==> src/rtl/instr_encode_loader_pkg.sv <==
// instr_encode_loader_pkg: instruction formats, loader states and LEGv8 field layout
package instr_encode_loader_pkg;
  localparam int INSTR_LEN = 32;
  localparam int OPW_R = 11, OPW_D = 11, OPW_I = 10, OPW_B = 6, OPW_CB = 8;
  localparam int D_IMM_W = 9, I_IMM_W = 12, CB_IMM_W = 19;
  typedef enum logic [2:0] {FMT_R, FMT_D, FMT_I, FMT_B, FMT_CB} fmt_e;
  typedef enum logic [1:0] {S_IDLE, S_WRITE, S_ERR, S_FULL} state_e;
  function automatic int op_width(input logic [2:0] f);
    return f == FMT_I ? OPW_I : f == FMT_B ? OPW_B : f == FMT_CB ? OPW_CB : f == FMT_D ? OPW_D : OPW_R;
  endfunction
endpackage

==> src/rtl/instr_encode_loader_if.sv <==
// instr_encode_loader_if: field-bundle valid/ready channel into the loader
interface instr_encode_loader_if;
  logic in_valid;
  logic in_ready;
  logic [2:0] in_fmt;
  logic [10:0] in_opcode;
  logic [4:0] in_rm;
  logic [4:0] in_rn;
  logic [4:0] in_rd;
  logic [5:0] in_shamt;
  logic [25:0] in_imm;
  modport master (output in_valid, in_fmt, in_opcode, in_rm, in_rn, in_rd, in_shamt, in_imm, input in_ready);
  modport slave (input in_valid, in_fmt, in_opcode, in_rm, in_rn, in_rd, in_shamt, in_imm, output in_ready);
endinterface

==> src/rtl/instr_encode_loader_pack.sv <==
// instr_pack: packs LEGv8 fields into a machine word and flags illegal bundles
module instr_pack
  import instr_encode_loader_pkg::*;
(
  input  logic [2:0]           fmt,
  input  logic [10:0]          op,
  input  logic [4:0]           rm,
  input  logic [4:0]           rn,
  input  logic [4:0]           rd,
  input  logic [5:0]           shamt,
  input  logic [25:0]          imm,
  output logic [INSTR_LEN-1:0] word,
  output logic                 illegal
);
  logic [INSTR_LEN-1:0] r_w, d_w, i_w, b_w, cb_w;
  always_comb begin
    r_w = {op, rm, shamt, rn, rd};
    d_w = {op, imm[D_IMM_W-1:0], 2'b00, rn, rd};
    i_w = {op[OPW_I-1:0], imm[I_IMM_W-1:0], rn, rd};
    b_w = {op[OPW_B-1:0], imm};
    cb_w = {op[OPW_CB-1:0], imm[CB_IMM_W-1:0], rd};
    word = fmt == FMT_R ? r_w : fmt == FMT_D ? d_w : fmt == FMT_I ? i_w :
           fmt == FMT_B ? b_w : fmt == FMT_CB ? cb_w : '0;
    illegal = fmt > 3'd4 || (op >> op_width(fmt)) != '0 ||
              (fmt == FMT_D && imm[25:D_IMM_W] != '0) ||
              (fmt == FMT_I && imm[25:I_IMM_W] != '0) ||
              (fmt == FMT_CB && imm[25:CB_IMM_W-1] != '0 && imm[25:CB_IMM_W-1] != '1);
  end
endmodule

==> src/rtl/instr_encode_loader.sv <==
// instr_encode_loader: packs field bundles and writes them sequentially into instruction memory
module instr_encode_loader
  import instr_encode_loader_pkg::*;
#(
  parameter int              ADDR_W    = 64,
  parameter logic [ADDR_W-1:0] BASE_ADDR = '0,
  parameter int              DEPTH     = 64
) (
  input  logic                       clk,
  input  logic                       rst,
  input  logic                       flush,
  instr_encode_loader_if.slave       bus,
  output logic                       imem_we,
  output logic [ADDR_W-1:0]          imem_addr,
  output logic [INSTR_LEN-1:0]       imem_wdata,
  output logic [$clog2(DEPTH+1)-1:0] count,
  output logic                       full,
  output logic                       err
);
  localparam int CW = $clog2(DEPTH+1);
  state_e state;
  logic we_r, illegal, last;
  logic [INSTR_LEN-1:0] word;
  instr_pack u_pack (
    .fmt(bus.in_fmt), .op(bus.in_opcode), .rm(bus.in_rm), .rn(bus.in_rn), .rd(bus.in_rd),
    .shamt(bus.in_shamt), .imm(bus.in_imm), .word(word), .illegal(illegal)
  );
  assign imem_we = we_r && !flush;
  assign last = count == CW'(DEPTH - 1);
  always_ff @(posedge clk) begin
    if (rst) begin
      state <= S_IDLE;
      bus.in_ready <= 1'b1;
      we_r <= 1'b0;
      imem_addr <= BASE_ADDR;
      imem_wdata <= '0;
      count <= '0;
      full <= 1'b0;
      err <= 1'b0;
    end else if (flush) begin
      state <= S_IDLE;
      bus.in_ready <= 1'b1;
      we_r <= 1'b0;
      imem_addr <= BASE_ADDR;
      count <= '0;
      full <= 1'b0;
      err <= 1'b0;
    end else begin
      case (state)
        S_IDLE: if (bus.in_valid && bus.in_ready) begin
          imem_wdata <= word;
          bus.in_ready <= 1'b0;
          we_r <= !illegal;
          err <= illegal;
          state <= illegal ? S_ERR : S_WRITE;
        end
        S_WRITE: begin
          we_r <= 1'b0;
          count <= count + 1'b1;
          imem_addr <= imem_addr + ADDR_W'(4);
          full <= last;
          bus.in_ready <= !last;
          state <= last ? S_FULL : S_IDLE;
        end
        S_ERR: begin
          err <= 1'b0;
          bus.in_ready <= 1'b1;
          state <= S_IDLE;
        end
        default: state <= S_FULL;
      endcase
    end
  end
endmodule

==> src/flat_wrapper.sv <==
// flat-port wrapper written by rule: the top's interface ports become plain ports
module instr_encode_loader_flat import instr_encode_loader_pkg::*;
#(
  parameter int              ADDR_W    = 64,
  parameter logic [ADDR_W-1:0] BASE_ADDR = '0,
  parameter int              DEPTH     = 64
)
  (clk, rst, flush, imem_we, imem_addr, imem_wdata, count, full, err, bus_in_valid, bus_in_fmt, bus_in_opcode, bus_in_rm, bus_in_rn, bus_in_rd, bus_in_shamt, bus_in_imm, bus_in_ready);
  instr_encode_loader_if bus_i ();
  input  logic clk;
  input  logic rst;
  input  logic flush;
  output logic imem_we;
  output logic [ADDR_W-1:0] imem_addr;
  output logic [INSTR_LEN-1:0] imem_wdata;
  output logic [$clog2(DEPTH+1)-1:0] count;
  output logic full;
  output logic err;
  input wire logic [$bits(bus_i.in_valid)-1:0] bus_in_valid;
  input wire logic [$bits(bus_i.in_fmt)-1:0] bus_in_fmt;
  input wire logic [$bits(bus_i.in_opcode)-1:0] bus_in_opcode;
  input wire logic [$bits(bus_i.in_rm)-1:0] bus_in_rm;
  input wire logic [$bits(bus_i.in_rn)-1:0] bus_in_rn;
  input wire logic [$bits(bus_i.in_rd)-1:0] bus_in_rd;
  input wire logic [$bits(bus_i.in_shamt)-1:0] bus_in_shamt;
  input wire logic [$bits(bus_i.in_imm)-1:0] bus_in_imm;
  output wire logic [$bits(bus_i.in_ready)-1:0] bus_in_ready;
  assign bus_i.in_valid = bus_in_valid;
  assign bus_i.in_fmt = bus_in_fmt;
  assign bus_i.in_opcode = bus_in_opcode;
  assign bus_i.in_rm = bus_in_rm;
  assign bus_i.in_rn = bus_in_rn;
  assign bus_i.in_rd = bus_in_rd;
  assign bus_i.in_shamt = bus_in_shamt;
  assign bus_i.in_imm = bus_in_imm;
  assign bus_in_ready = bus_i.in_ready;
  instr_encode_loader #(.ADDR_W(ADDR_W), .BASE_ADDR(BASE_ADDR), .DEPTH(DEPTH)) u_core (.clk(clk), .rst(rst), .flush(flush), .bus(bus_i), .imem_we(imem_we), .imem_addr(imem_addr), .imem_wdata(imem_wdata), .count(count), .full(full), .err(err));
endmodule
==> config.mk <==
export PLATFORM = sky130hd
export DESIGN_NAME = instr_encode_loader_flat
export DESIGN_NICKNAME = d
export VERILOG_FILES = /design/src/rtl/instr_encode_loader_pkg.sv /design/src/rtl/instr_encode_loader_if.sv /design/src/rtl/instr_encode_loader_pack.sv /design/src/rtl/instr_encode_loader.sv /design/src/flat_wrapper.sv
export SDC_FILE = /design/constraint.sdc
export NUM_CORES = 1
export LEC_CHECK = 0
export ABC_AREA = 1
export BUFFER_PORTS_ARGS = -buffer_cell sky130_fd_sc_hd__buf_2
export CORE_AREA = 5 5 121 123
export CTS_BUF_LIST = sky130_fd_sc_hd__clkbuf_8
export DETAILED_ROUTE_END_ITERATION = 8
export DIE_AREA = 0 0 126 128
export GPL_ROUTABILITY_DRIVEN = 0
export PLACE_DENSITY = 0.79
export SLEW_MARGIN = 20
export SYNTH_ARGS = -nofsm -noshare
export SYNTH_HDL_FRONTEND = slang
export SYNTH_HIERARCHICAL = 1
export SYNTH_SLANG_ARGS = --single-unit
==> constraint.sdc <==
create_clock -name clk -period 1.7 [get_ports clk]
set_input_delay 0.425 -clock clk [delete_from_list [all_inputs] [get_ports clk]]
set_output_delay 0.425 -clock clk [all_outputs]
set_load 0.005 [all_outputs]
==> results of run 1 <==
layout make-up:
cell class	instances	area, sq um
flip-flops and latches	107	2171
clock inverters	6	65.06
repair buffers	250	1529
clock buffers	10	137.6
multi-input cells	823	4065
inverters	119	446.7
well taps	180	225.2
fillers	1251	4918
layer usage:
metal  global-route usage [%]  up-vias  part of all wire, %
li1                         -     3951                    -
met1                    34.07     3626                   43
met2                    41.66      383                   46
met3                    5.167       61                  8.2
met4                    10.91        0                  3.5
met5                        0        -                    0
critical path: stages, from the launching register on:
cell and delay [ps]:
dfxtp_2 370, ha_4 170, inv_1 60, nor2_2 150, nand2_1 110, nor2_2 190
nand2_1 80, nor2_1 120, buf_4 140, nand2_1 40, o21ai_0 70, nor2_1 50
what timing repair did:
| action | in CTS | in global routing |
|---|---|---|
| gates cloned | 0 | 1 |
| endpoints found under the setup margin | 15 | 85 |
| resized for setup | 8 | 92 |
| setup buffers | 5 | 3 |
| hold buffers | 0 | 0 |
| pin swaps | 3 | 18 |
stage by stage:
step / hold WS, ps / cells / power (uW)
after global placement: 475.4 / 1471 / 3400
after global routing: 423.9 / 1495 / 5288
after detailed placement: 475.8 / 1471 / 3409
after floorplan: 472.6 / 1079 / 3069
final: 392.7 / 1495 / 5051
after CTS: 379.7 / 1492 / 5033
power by group through the flow:
stage	registers (uW)	clock network, uW	logic [uW]
floorplan	2680	0	392
global placement	2670	0	730
detailed placement	2670	0	738
CTS	2610	1670	746
global route	2630	1790	870
finish	2620	1650	787
sequential cells by signal, summed over array words and instances, names as in the netlist:
signal / cells
u_core/bus.in_ready: 1
u_core/count: 7
u_core/err: 1
u_core/full: 1
u_core/imem_addr: 62
u_core/imem_wdata: 32
u_core/state: 2
u_core/we_r: 1
worst max-delay path by stage:
stage                              startpoint              endpoint  cells past startpoint
after CTS                     u_core/state[1]  u_core/imem_addr[23]                     12
after detailed placement        bus_in_fmt[1]            u_core/err                     12
after floorplan                 bus_in_fmt[1]            u_core/err                     12
final                     u_core/imem_addr[3]  u_core/imem_addr[44]                     11
after global placement        u_core/state[1]  u_core/imem_addr[15]                     10
after global routing      u_core/imem_addr[6]  u_core/imem_addr[46]                     10
cell families after synthesis:
| group | after synthesis |
|---|---|
| and+or+nand+nor | 636 |
| DFF | 107 |
| other | 1 |
| adders and majority gates | 6 |
| xor gates and xnor gates | 3 |
| AOI/OAI and AO/OA | 176 |
| buffers and inverters | 149 |
synthesized netlist by cell type:
master    instances
a211oi_1          2
a21oi_1          55
a221oi_1          1
a22o_1            1
a22oi_1           5
a31oi_1           3
a41oi_1           1
and2_1            2
and3_1            2
buf_1             1
buf_2             7
buf_4             4
buf_6             1
clkbuf_1         17
conb_1            1
dfxtp_1         107
ha_1              6
inv_1           112
inv_2             7
nand2_1         233
nand2_2           4
nand2_4           1
nand3_1          77
nand3_2           2
nand3b_1          6
nand4_1          12
nor2_1          248
nor2_2           13
nor2_4            5
nor3_1           19
nor3b_1           5
nor4_1            1
o211ai_1          8
o21a_1            1
o21ai_0          69
o21ai_1          10
o21bai_1          2
o22ai_1          18
or2_1             5
or2_2             1
xor2_1            3
==> summary.md, run 1 <==
| Metric | Value |
|---|---|
| Post-synthesis sequential area ratio | `32.92%` |
| Synthesized flop and latch total | `107` |
| Vias in the first global route | `7306` |
| Die Wd | `126 um` |
| Max transition margin | `62.57%` |
| Tmin final | `1681 ps` |
| Reg2Reg Depth | `11` |
| XOR/XNOR Fraction of Synth Area | `0.4038%` |
| Worst Max-Slew Pin Slew | `560.6 ps` |
| Setup WS post-layout | `19.24 ps` |
| Routed wire per std cell | `14.87 um` |
| Worst Hold Depth | `5` |
| Via density | `5.365` |
| RSZ-0062 raised after global routing | `yes` |
| Critical Path Fanout Max | `4` |
| Reg2Reg Setup Slack | `20 ps` |
| Gr usage total | `25.91%` |
| Clock power frac | `32.6%` |
| Worst hold start | `bus_in_rd[1]` |
| Post-synthesis simple-gate area fraction | `41.59%` |
| Most frequent cells in the layout | `nand2_1 (226), nor2_1 (222), buf_2 (169), inv_1 (110), dfxtp_1 (84)` |
| Post-Synth Adder-Cell Area | `1.154%` |
| Largest net degree at the start of global routing | `51` |
| Clock sinks | `107` |
| Total Nets Final | `1381` |
| Detail Route Antenna Nets | `0` |
| Drt first-iter violations | `755` |
| Main combinational cell family by area after synthesis | `simple AND/OR/NAND/NOR gates` |
| Hold Path End | `u_core/imem_wdata[1]` |
| Worst skew pair latency | `400 ps` |
| Max rail drop VDD | `0.0004005 V` |
| Cell Area, Placed | `8044 sq um` |
| Reg2reg end | `u_core/imem_addr[44]` |
| Vias | `8021` |
| Pwr/cell area | `584.6 nW/um^2` |
| Area Growth Syn to Fin | `32.76%` |
| Hold Fails Final Rpt | `0` |
| HPWL Detailed | `16.55 mm` |
| Final Util | `63.72%` |
| DRC | `0` |
| Req. time, crit path | `1970 ps` |
| Core area | `13560 sq um` |
| Int Pwr | `3629 uW` |
| Synth warnings | `6` |
| Starting density of the core | `48.00%` |
| Most common cell after layout, fill and taps aside | `nand2_1` |
| Reg power frac | `51.8%` |
| Max-Cap Viols | `0` |
| Gate power share | `15.6%` |
| Leak Pwr | `0.003841 uW` |
| Mapped Area | `6507 sq um` |
| Switching Share | `28.15%` |
| Initial antenna violation count | `0` |
| Synthesized area per cell | `6.037 sq um` |
| Top-area cell type share of the netlist area | `32.92%` |
| CP Capture Type | `flip-flop` |
| Clock root cell | `clkbuf_8` |
| Pre-CTS WS | `-111.1 ps` |
| Post-synth top area cell | `dfxtp_1` |
| Crit path launch type | `flip-flop` |
| H-Tree Level Count | `3` |
| Share of cells above drive strength 1 | `28.59%` |
| Period utilization | `98.87%` |
| I/O pin total | `172` |
| Die area | `16130 sq um` |
| Clock skew | `12.55 ps` |
| Site Rows | `43` |
| IO buf count | `169` |
| Class of the worst hold path | `in -> reg` |
| Status | `complete, no violations` |
| CTS Buffer Depth | `2` |
| Library cells used by synthesis | `41` |
| Critical path start-end classification | `reg -> reg` |
| Drt first pass iters | `6` |
| Reg2reg start | `u_core/imem_addr[3]` |
| Mapped Cells | `1078` |
| CTS Buf Count | `9` |
| Final Instance Area | `8640 sq um` |
| Wirelength, routed | `22.24 mm` |
| Max Freq | `595.0 MHz` |
| Synth area leaders | `dfxtp_1 (33%), nor2_1 (14%), nand2_1 (13%)` |
| Net Sw Power | `1422 uW` |
| First-pass GRT wire length | `34.40 mm` |
| Final-report setup violation count | `0` |
| Chip height | `128 um` |
| GRT overflow | `0` |
| Post-synthesis compound-gate area fraction | `14.80%` |
| CTS tree | `yes` |
| Setup_tns | `0 ps` |
| Ant diodes | `0` |
| CTS clk-pin slew, worst paths | `100 ps` |
| Post-synthesis mux area share | `0%` |
| Arr. time, crit path | `1950 ps` |
| Final Max Slew Viols | `0` |
Note: power is estimated with default switching activity, not from simulation.
==> run 2: changes to the inputs <==
--- a/config.mk
+++ b/config.mk
@@ -7,14 +7,13 @@
 export LEC_CHECK = 0
 export ABC_AREA = 1
 export BUFFER_PORTS_ARGS = -buffer_cell sky130_fd_sc_hd__buf_2
-export CORE_AREA = 5 5 121 123
+export CORE_AREA = 5 5 118 120
 export CTS_BUF_LIST = sky130_fd_sc_hd__clkbuf_8
 export DETAILED_ROUTE_END_ITERATION = 8
-export DIE_AREA = 0 0 126 128
+export DIE_AREA = 0 0 123 125
 export GPL_ROUTABILITY_DRIVEN = 0
 export PLACE_DENSITY = 0.79
 export SLEW_MARGIN = 20
 export SYNTH_ARGS = -nofsm -noshare
 export SYNTH_HDL_FRONTEND = slang
-export SYNTH_HIERARCHICAL = 1
 export SYNTH_SLANG_ARGS = --single-unit
==> run 2 against run 1 <==
- the flow now finishes with violations (setup timing)
- non-clock buffer count rose by 36
- first-iteration DRC count fell by 7.8%
- worst setup slack got worse by 90 ps
- synthesized area fell by 5.9%
- critical path type unchanged
- clock-buffer cell count rose by 1
- critical endpoint is now u_core.imem_wdata[30]
- via count fell by 5.0%
- worst hold slack got worse by 100 ps
- clock skew rose by 4.3 ps
- wire length fell by 0.19%
- clock power barely moved
- combinational power fell by 3.8%
- sequential power barely moved
- highest routed layer unchanged
==> summary.md, run 2 <==
| Metric | Value |
|---|---|
| Largest register FFs | `62 (unchanged)` |
| Clock root cell | `clkbuf_8 (unchanged)` |
| Synthesized flop and latch total | `107 (unchanged)` |
| Chip height | `125 um (was 128 um)` |
| Drt first-iter violations | `696 (was 755)` |
| Reg with most FFs | `u_core.imem_addr (was u_core/imem_addr)` |
| Reg2reg start | `u_core.state[0] (was u_core/imem_addr[3])` |
| CTS clk-pin slew, worst paths | `100 ps (about the same)` |
| Arr. time, crit path | `2050 ps (was 1950 ps)` |
| Class of the worst hold path | `in -> reg (unchanged)` |
| Max rail drop VDD | `0.0004438 V (was 0.0004005 V)` |
| Most frequent cells in the layout | `nand2_1 (191), buf_2 (169), inv_1 (113), nor2_1 (107), buf_4 (103) (was nand2_1 (226), nor2_1 (222), buf_2 (169), inv_1 (110), dfxtp_1 (84))` |
| Tmin final | `1771 ps (was 1681 ps)` |
| Reg2Reg Depth | `10 (was 11)` |
| CTS Buf Count | `9 (unchanged)` |
| Library cells used by synthesis | `41 (unchanged)` |
| DRC | `0 (unchanged)` |
| Pwr/cell area | `579.0 nW/um^2 (was 584.6 nW/um^2)` |
| Max transition margin | `66.42% (was 62.57%)` |
| Vias | `7623 (was 8021)` |
| Reg2Reg Setup Slack | `-70 ps (was 20 ps)` |
| Setup_tns | `-203.6 ps (was 0 ps)` |
| Final Max Slew Viols | `0 (unchanged)` |
| Crit path cell chain | `buf_6 > inv_4 > ha_4 > inv_2 > nor2_2 > inv_2 > nor2_4 > clkinvlp_4 > a21oi_2 > a41oi_2 (was ha_4 > inv_1 > nor2_2 > nand2_1 > nor2_2 > nand2_1 > nor2_1 > buf_4 > nand2_1 > o21ai_0 > nor2_1)` |
| Mapped Cells | `942 (was 1078)` |
| Top Registers | `u_core.imem_addr: 62 flops, u_core.imem_wdata: 32 flops, u_core.count: 7 flops (was u_core/imem_addr: 62 flops, u_core/imem_wdata: 32 flops, u_core/count: 7 flops)` |
| Site Rows | `42 (was 43)` |
| Crit path launch type | `flip-flop (unchanged)` |
| Starting density of the core | `47.54% (was 48.00%)` |
| Gr usage total | `26.31% (was 25.91%)` |
| Synth warnings | `0 (was 6)` |
| Total Nets Final | `1283 (was 1381)` |
| Req. time, crit path | `1980 ps (was 1970 ps)` |
| Drt first pass iters | `7 (was 6)` |
| Ant diodes | `0 (unchanged)` |
| Fillers | `1111 (was 1251)` |
| Routed wire per std cell | `15.94 um (was 14.87 um)` |
| Post-CTS Hold Fix Bufs | `0 (unchanged)` |
| Post-synthesis sequential area ratio | `35.00% (was 32.92%)` |
| GRT overflow | `0 (unchanged)` |
| Count leader, synth | `nand2_1 (was nor2_1)` |
| Most common cell after layout, fill and taps aside | `nand2_1 (unchanged)` |
| Worst skew pair latency | `400 ps (about the same)` |
| Vias in the first global route | `6923 (was 7306)` |
| Cell family with most CP delay | `buffers and inverters (was simple AND/OR/NAND/NOR gates)` |
| I/O pin total | `172 (unchanged)` |
| Die Wd | `123 um (was 126 um)` |
| Synthesized area per cell | `6.498 sq um (was 6.037 sq um)` |
| H-Tree Level Count | `3 (unchanged)` |
| Worst path slowest cell | `dfxtp_4 (was dfxtp_2)` |
| Post-synth top area cell | `dfxtp_1 (unchanged)` |
| Hold Slack | `289.6 ps (was 392.7 ps)` |
| Initial antenna violation count | `0 (unchanged)` |
| Clock sinks | `107 (unchanged)` |
| Reg2reg end | `u_core.imem_wdata[30] (was u_core/imem_addr[44])` |
| Top-area cell type share of the netlist area | `35.00% (was 32.92%)` |
| CTS Buffer Depth | `2 (unchanged)` |
| Ys async rst share | `0% (unchanged)` |
| Status | `complete, but fails checks (was complete, no violations)` |
| Commonest cells in the netlist | `nand2_1 (199), nor2_1 (124), inv_1 (119), dfxtp_1 (107), a21oi_1 (78) (was nor2_1 (248), nand2_1 (233), inv_1 (112), dfxtp_1 (107), nand3_1 (77))` |
| Setup WS post-layout | `-70.54 ps (was 19.24 ps)` |
| Max-Cap Viols | `0 (unchanged)` |
| Worst hold start | `bus_in_rd[2] (was bus_in_rd[1])` |
| First-pass GRT wire length | `33.09 mm (was 34.40 mm)` |
| Hold Path End | `u_core.imem_wdata[2] (was u_core/imem_wdata[1])` |
| Period utilization | `104.1% (was 98.87%)` |
| Leak Pwr | `0.003816 uW (was 0.003841 uW)` |
| Core area | `12870 sq um (was 13560 sq um)` |
| Worst Hold Depth | `3 (was 5)` |
| Critical path start-end classification | `reg -> reg (unchanged)` |
| Failing checks | `setup timing` |
| Share of cells above drive strength 1 | `35.12% (was 28.59%)` |
| Mapped Area | `6121 sq um (was 6507 sq um)` |
| RSZ-0062 raised after global routing | `yes (unchanged)` |
| Via density | `5.476 (was 5.365)` |
| Post-synth top flop | `dfxtp_1 (unchanged)` |
| Max Freq | `564.8 MHz (was 595.0 MHz)` |
| CP Capture Type | `flip-flop (unchanged)` |
| CP peak stage delay | `370 ps (about the same)` |
| Synth area leaders | `dfxtp_1 (35%), nand2_1 (12%), nor2_1 (7.6%) (was dfxtp_1 (33%), nor2_1 (14%), nand2_1 (13%))` |
| HPWL Detailed | `15.63 mm (was 16.55 mm)` |
| Final-report setup violation count | `8 (was 0)` |
| Detail Route Antenna Nets | `0 (unchanged)` |
| Area Growth Syn to Fin | `41.82% (was 32.76%)` |
| Hold Fails Final Rpt | `0 (unchanged)` |
| Wirelength, routed | `22.19 mm (was 22.24 mm)` |
| Number of synthesized flops with an enable pin | `0 (unchanged)` |
| IO buf count | `169 (unchanged)` |
| Worst Max-Slew Pin Slew | `503.2 ps (was 560.6 ps)` |
| CP most frequent cell | `inv_2 (was nand2_1)` |
| Clock skew | `16.84 ps (was 12.55 ps)` |
| Largest net degree at the start of global routing | `54 (was 51)` |
| Die area | `15380 sq um (was 16130 sq um)` |
| Critical Path Fanout Max | `6 (was 4)` |
| CTS tree | `yes (unchanged)` |
| Buf+Inv Stages, Crit Path | `5 (was 2)` |
-- run 2: layout make-up --
class | count | area (sq um) | share of cell area [%]
multi-input cells | 683 | 3801 | 43.79
flip-flops and latches | 107 | 2163 | 24.92
repair buffers | 286 | 1815 | 20.91
inverters | 124 | 479.2 | 5.520
well taps | 176 | 220.2 | 2.537
clock buffers | 11 | 151.4 | 1.744
clock inverters | 4 | 42.54 | 0.4901
repair inverters | 1 | 7.507 | 0.08648
-- run 2: worst min-delay path: stages --
cell     delay (ps)
buf_2            90
nand2_1          60
a31oi_1          70
-- run 2: worst max-delay path by stage --
stage                                 end                start  depth (start not counted)
finish              u_core.imem_wdata[30]      u_core.state[0]                         10
global route        u_core.imem_wdata[30]      u_core.state[0]                         10
CTS                  u_core.imem_addr[25]  u_core.imem_addr[3]                          9
detailed placement   u_core.imem_addr[54]  u_core.imem_addr[3]                          8
global placement     u_core.imem_addr[52]  u_core.imem_addr[2]                          8
floorplan            u_core.imem_addr[54]      u_core.state[1]                         10
-- run 2: routing by layer --
layer / vias to the layer above / part of all wire (%) / track usage [%]
met3: 97 / 7.8 / 6.369
met5: - / 0 / 0
met1: 3492 / 39 / 32.20
met2: 358 / 48 / 43.20
li1: 3676 / - / -
met4: 0 / 4.7 / 12.44
-- run 2: repair_timing --
action,in CTS,in global routing
gates cloned,1,4
gates resized for setup,27,120
pin swaps,8,39
buffers inserted,2,21
endpoints found under the setup margin,15,76
-- run 2: cell families after synthesis --
logic type,share of synthesized area [%]
flops,35.00
simple gates,34.38
xor+xnor,1.574
fa+ha+maj,1.226
other cells,0.06127
buf+inv,9.832
compound gates,17.93
-- run 2: per-stage QoR --
step | worst slack (ps) | total power [uW] | cells | util [%] | cell area, sq um
after CTS | -9.996 | 4917 | 1367 | 62.75 | 8079
final | -70.54 | 5026 | 1392 | 67.42 | 8681
after global placement | 7.581 | 3288 | 1349 | 60.33 | 7767
after detailed placement | -45.24 | 3299 | 1349 | 60.33 | 7767
after floorplan | 22.11 | 2994 | 943 | - | 6125
after global routing | -175.9 | 5219 | 1392 | 67.42 | 8681
-- run 2: where the power goes --
group | internal, uW | switching [uW] | total, uW
Clock | 744 | 915 | 1660
Sequential | 2570 | 37.8 | 2610
Combinational | 321 | 436 | 757
==> run 3: changes to the inputs <==
--- a/config.mk
+++ b/config.mk
@@ -13,6 +13,7 @@
 export DIE_AREA = 0 0 123 125
 export GPL_ROUTABILITY_DRIVEN = 0
 export PLACE_DENSITY = 0.79
+export REMOVE_ABC_BUFFERS = 1
 export SLEW_MARGIN = 20
 export SYNTH_ARGS = -nofsm -noshare
 export SYNTH_HDL_FRONTEND = slang
==> run 3 against run 2 <==
- the run still ends with setup timing left
- combinational power down 4.4%
- final cell count down 1.0%
- worst setup slack better by 37 ps
- highest routed layer unchanged
==> summary.md, run 3 (synthesis gave the netlist of run 2 again) <==
| Metric | Value |
|---|---|
| H-Tree Level Count | `3 (unchanged)` |
| Int Pwr | `3586 uW (was 3638 uW)` |
| Clock power frac | `32.5% (was 33.0%)` |
| Register Area | `2176 sq um (was 2163 sq um)` |
| Pwr/cell area | `586.4 nW/um^2 (was 579.0 nW/um^2)` |
| Class of the worst hold path | `in -> reg (unchanged)` |
| Area Growth Syn to Fin | `37.63% (was 41.82%)` |
| Post-CTS Hold Fix Bufs | `0 (unchanged)` |
| Worst Hold Depth | `3 (unchanged)` |
| Via density | `5.398 (was 5.476)` |
| Pre-CTS WS | `-91.46 ps (was -45.24 ps)` |
| Site Rows | `42 (unchanged)` |
| IO buf count | `169 (unchanged)` |
| Vias in the first global route | `6751 (was 6923)` |
| Crit path cell chain | `inv_2 > ha_4 > inv_4 > nor3_2 > nand3_2 > nor2_4 > buf_12 > nand3_1 > nand2_1 > nand2_1 > nor2_1 (was buf_6 > inv_4 > ha_4 > inv_2 > nor2_2 > inv_2 > nor2_4 > clkinvlp_4 > a21oi_2 > a41oi_2)` |
| Top Registers | `u_core.imem_addr: 62 flops, u_core.imem_wdata: 32 flops, u_core.count: 7 flops (unchanged)` |
| Setup_tns | `-94.95 ps (was -203.6 ps)` |
| Max Freq | `576.7 MHz (was 564.8 MHz)` |
| Fillers | `1142 (was 1111)` |
| GRT overflow | `0 (unchanged)` |
| Total Nets Final | `1268 (was 1283)` |
| Clock skew | `13.99 ps (was 16.84 ps)` |
| Largest register FFs | `62 (unchanged)` |
| Chip height | `125 um (unchanged)` |
| Largest net degree at the start of global routing | `30 (was 54)` |
| Drt first pass iters | `6 (was 7)` |
| Critical path start-end classification | `reg -> reg (unchanged)` |
| Critical Path Fanout Max | `6 (unchanged)` |
| Failing checks | `setup timing (unchanged)` |
| HPWL Detailed | `15.58 mm (was 15.63 mm)` |
| Detail Route Antenna Nets | `0 (unchanged)` |
| Starting density of the core | `47.54% (unchanged)` |
| Worst skew pair latency | `390 ps (was 400 ps)` |
| Total power | `4940 uW (was 5026 uW)` |
| Reg power frac | `52.8% (was 51.9%)` |
| Reg with most FFs | `u_core.imem_addr (unchanged)` |
| CTS clk-pin slew, worst paths | `100 ps (about the same)` |
| First-pass GRT wire length | `32.19 mm (was 33.09 mm)` |
| Tmin final | `1734 ps (was 1771 ps)` |
| Final Instance Area | `8424 sq um (was 8681 sq um)` |
| Final-report setup violation count | `9 (was 8)` |
| Cell Area, Placed | `7700 sq um (was 7767 sq um)` |
| CP most frequent cell | `nand2_1 (was inv_2)` |
| Reg2Reg Depth | `11 (was 10)` |
| CTS Buffer Depth | `2 (unchanged)` |
| Footprint of the multi-input gates | `3627 sq um (was 3801 sq um)` |
| Die Wd | `123 um (unchanged)` |
| Gr usage total | `25.60% (was 26.31%)` |
| Hold Fails Final Rpt | `0 (unchanged)` |
| Most common cell after layout, fill and taps aside | `nand2_1 (unchanged)` |
| Arr. time, crit path | `2060 ps (was 2050 ps)` |
| Setup WS post-layout | `-34.03 ps (was -70.54 ps)` |
| Max-Cap Viols | `0 (unchanged)` |
| Die area | `15380 sq um (unchanged)` |
| Drt first-iter violations | `716 (was 696)` |
| DRC | `0 (unchanged)` |
| CTS tree | `yes (unchanged)` |
| Wirelength, routed | `20.83 mm (was 22.19 mm)` |
| Gate power share | `14.7% (was 15.1%)` |
| RSZ-0062 raised after global routing | `yes (unchanged)` |
| Routed wire per std cell | `15.12 um (was 15.94 um)` |
| Period utilization | `102.0% (was 104.1%)` |
| Req. time, crit path | `2030 ps (was 1980 ps)` |
| Core area | `12870 sq um (unchanged)` |
| Net Sw Power | `1353 uW (was 1388 uW)` |
| Initial antenna violation count | `1 (was 0)` |
| CP peak stage delay | `340 ps (was 370 ps)` |
| Final Max Slew Viols | `0 (unchanged)` |
| CP Capture Type | `flip-flop (unchanged)` |
| Clock sinks | `107 (unchanged)` |
| Leak Pwr | `0.003699 uW (was 0.003816 uW)` |
| Switching Share | `27.39% (was 27.62%)` |
| Crit path launch type | `flip-flop (unchanged)` |
| CTS Buf Count | `9 (unchanged)` |
| Max rail drop VDD | `0.0004202 V (was 0.0004438 V)` |
| I/O pin total | `172 (unchanged)` |
| Vias | `7439 (was 7623)` |
| Most frequent cells in the layout | `nand2_1 (193), buf_2 (169), inv_1 (116), nor2_1 (112) (was nand2_1 (191), buf_2 (169), inv_1 (113), nor2_1 (107), buf_4 (103))` |
| Share of cells above drive strength 1 | `32.47% (was 35.12%)` |
| Worst path slowest cell | `dfxtp_2 (was dfxtp_4)` |
| Status | `complete, but fails checks (unchanged)` |
| Clock root cell | `clkbuf_8 (unchanged)` |
[run 3: worst max-delay path: cells and delay by family, from the launching register on]
| family | cells | cell delay (ps) |
|---|---|---|
| flip-flops | 1 | 340 |
| AND/OR/NAND/NOR | 7 | 910 |
| buffers and inverters | 3 | 260 |
| adder cells (fa/ha/maj) | 1 | 150 |
[run 3: timing repair]
| item | 4_1_cts | 5_1_grt |
|---|---|---|
| setup buffers | 8 | 12 |
| gates cloned | 3 | 0 |
| gates resized for setup | 26 | 72 |
| endpoints found under the setup margin | 21 | 79 |
| pin swaps | 14 | 24 |
[run 3: final timing paths]
check | startpoint | to | slack [ps]
hold reg to reg | u_core.imem_addr[17] | u_core.imem_addr[17] | 470
setup / recovery | u_core.state[1] | u_core.imem_addr[50] | -30
hold / removal | bus_in_rd[4] | u_core.imem_wdata[4] | 280
setup reg to reg | u_core.state[1] | u_core.imem_addr[50] | -30
[run 3: power by group through the flow]
stage | sequential [uW] | combinational (uW) | clock [uW]
global placement | 2670 | 627 | 0
floorplan | 2670 | 294 | 0
CTS | 2610 | 690 | 1630
global route | 2620 | 793 | 1730
detailed placement | 2670 | 636 | 0
finish | 2610 | 724 | 1610
[run 3: cell type report]
class,count,area share [%]
Clock buffer,10,1.634
Inverter,124,5.629
Sequential cell,107,25.83
Multi-Input combinational cell,682,43.06
Clock inverter,5,0.6386
Tap cell,176,2.614
Antenna cell,1,0.02970
Timing Repair Buffer,272,20.48
Timing Repair inverter,1,0.08911
[run 3: through the flow]
stage	cells	util, %	hold WS, ps
after floorplan	913	-	461.8
after global placement	1340	59.81	456.2
after detailed placement	1340	59.81	460.6
after CTS	1365	62.69	270.5
after global routing	1378	65.43	289.1
final	1378	65.43	281.6
[run 3: metal layers]
metal  track usage (%)  vias to the layer above  part of all wire (%)
li1                  -                     3641                     -
met1             32.20                     3378                    40
met2             42.26                      359                    48
met3             5.285                       61                   8.5
met4             10.94                        0                   3.4
met5                 0                        -                     0
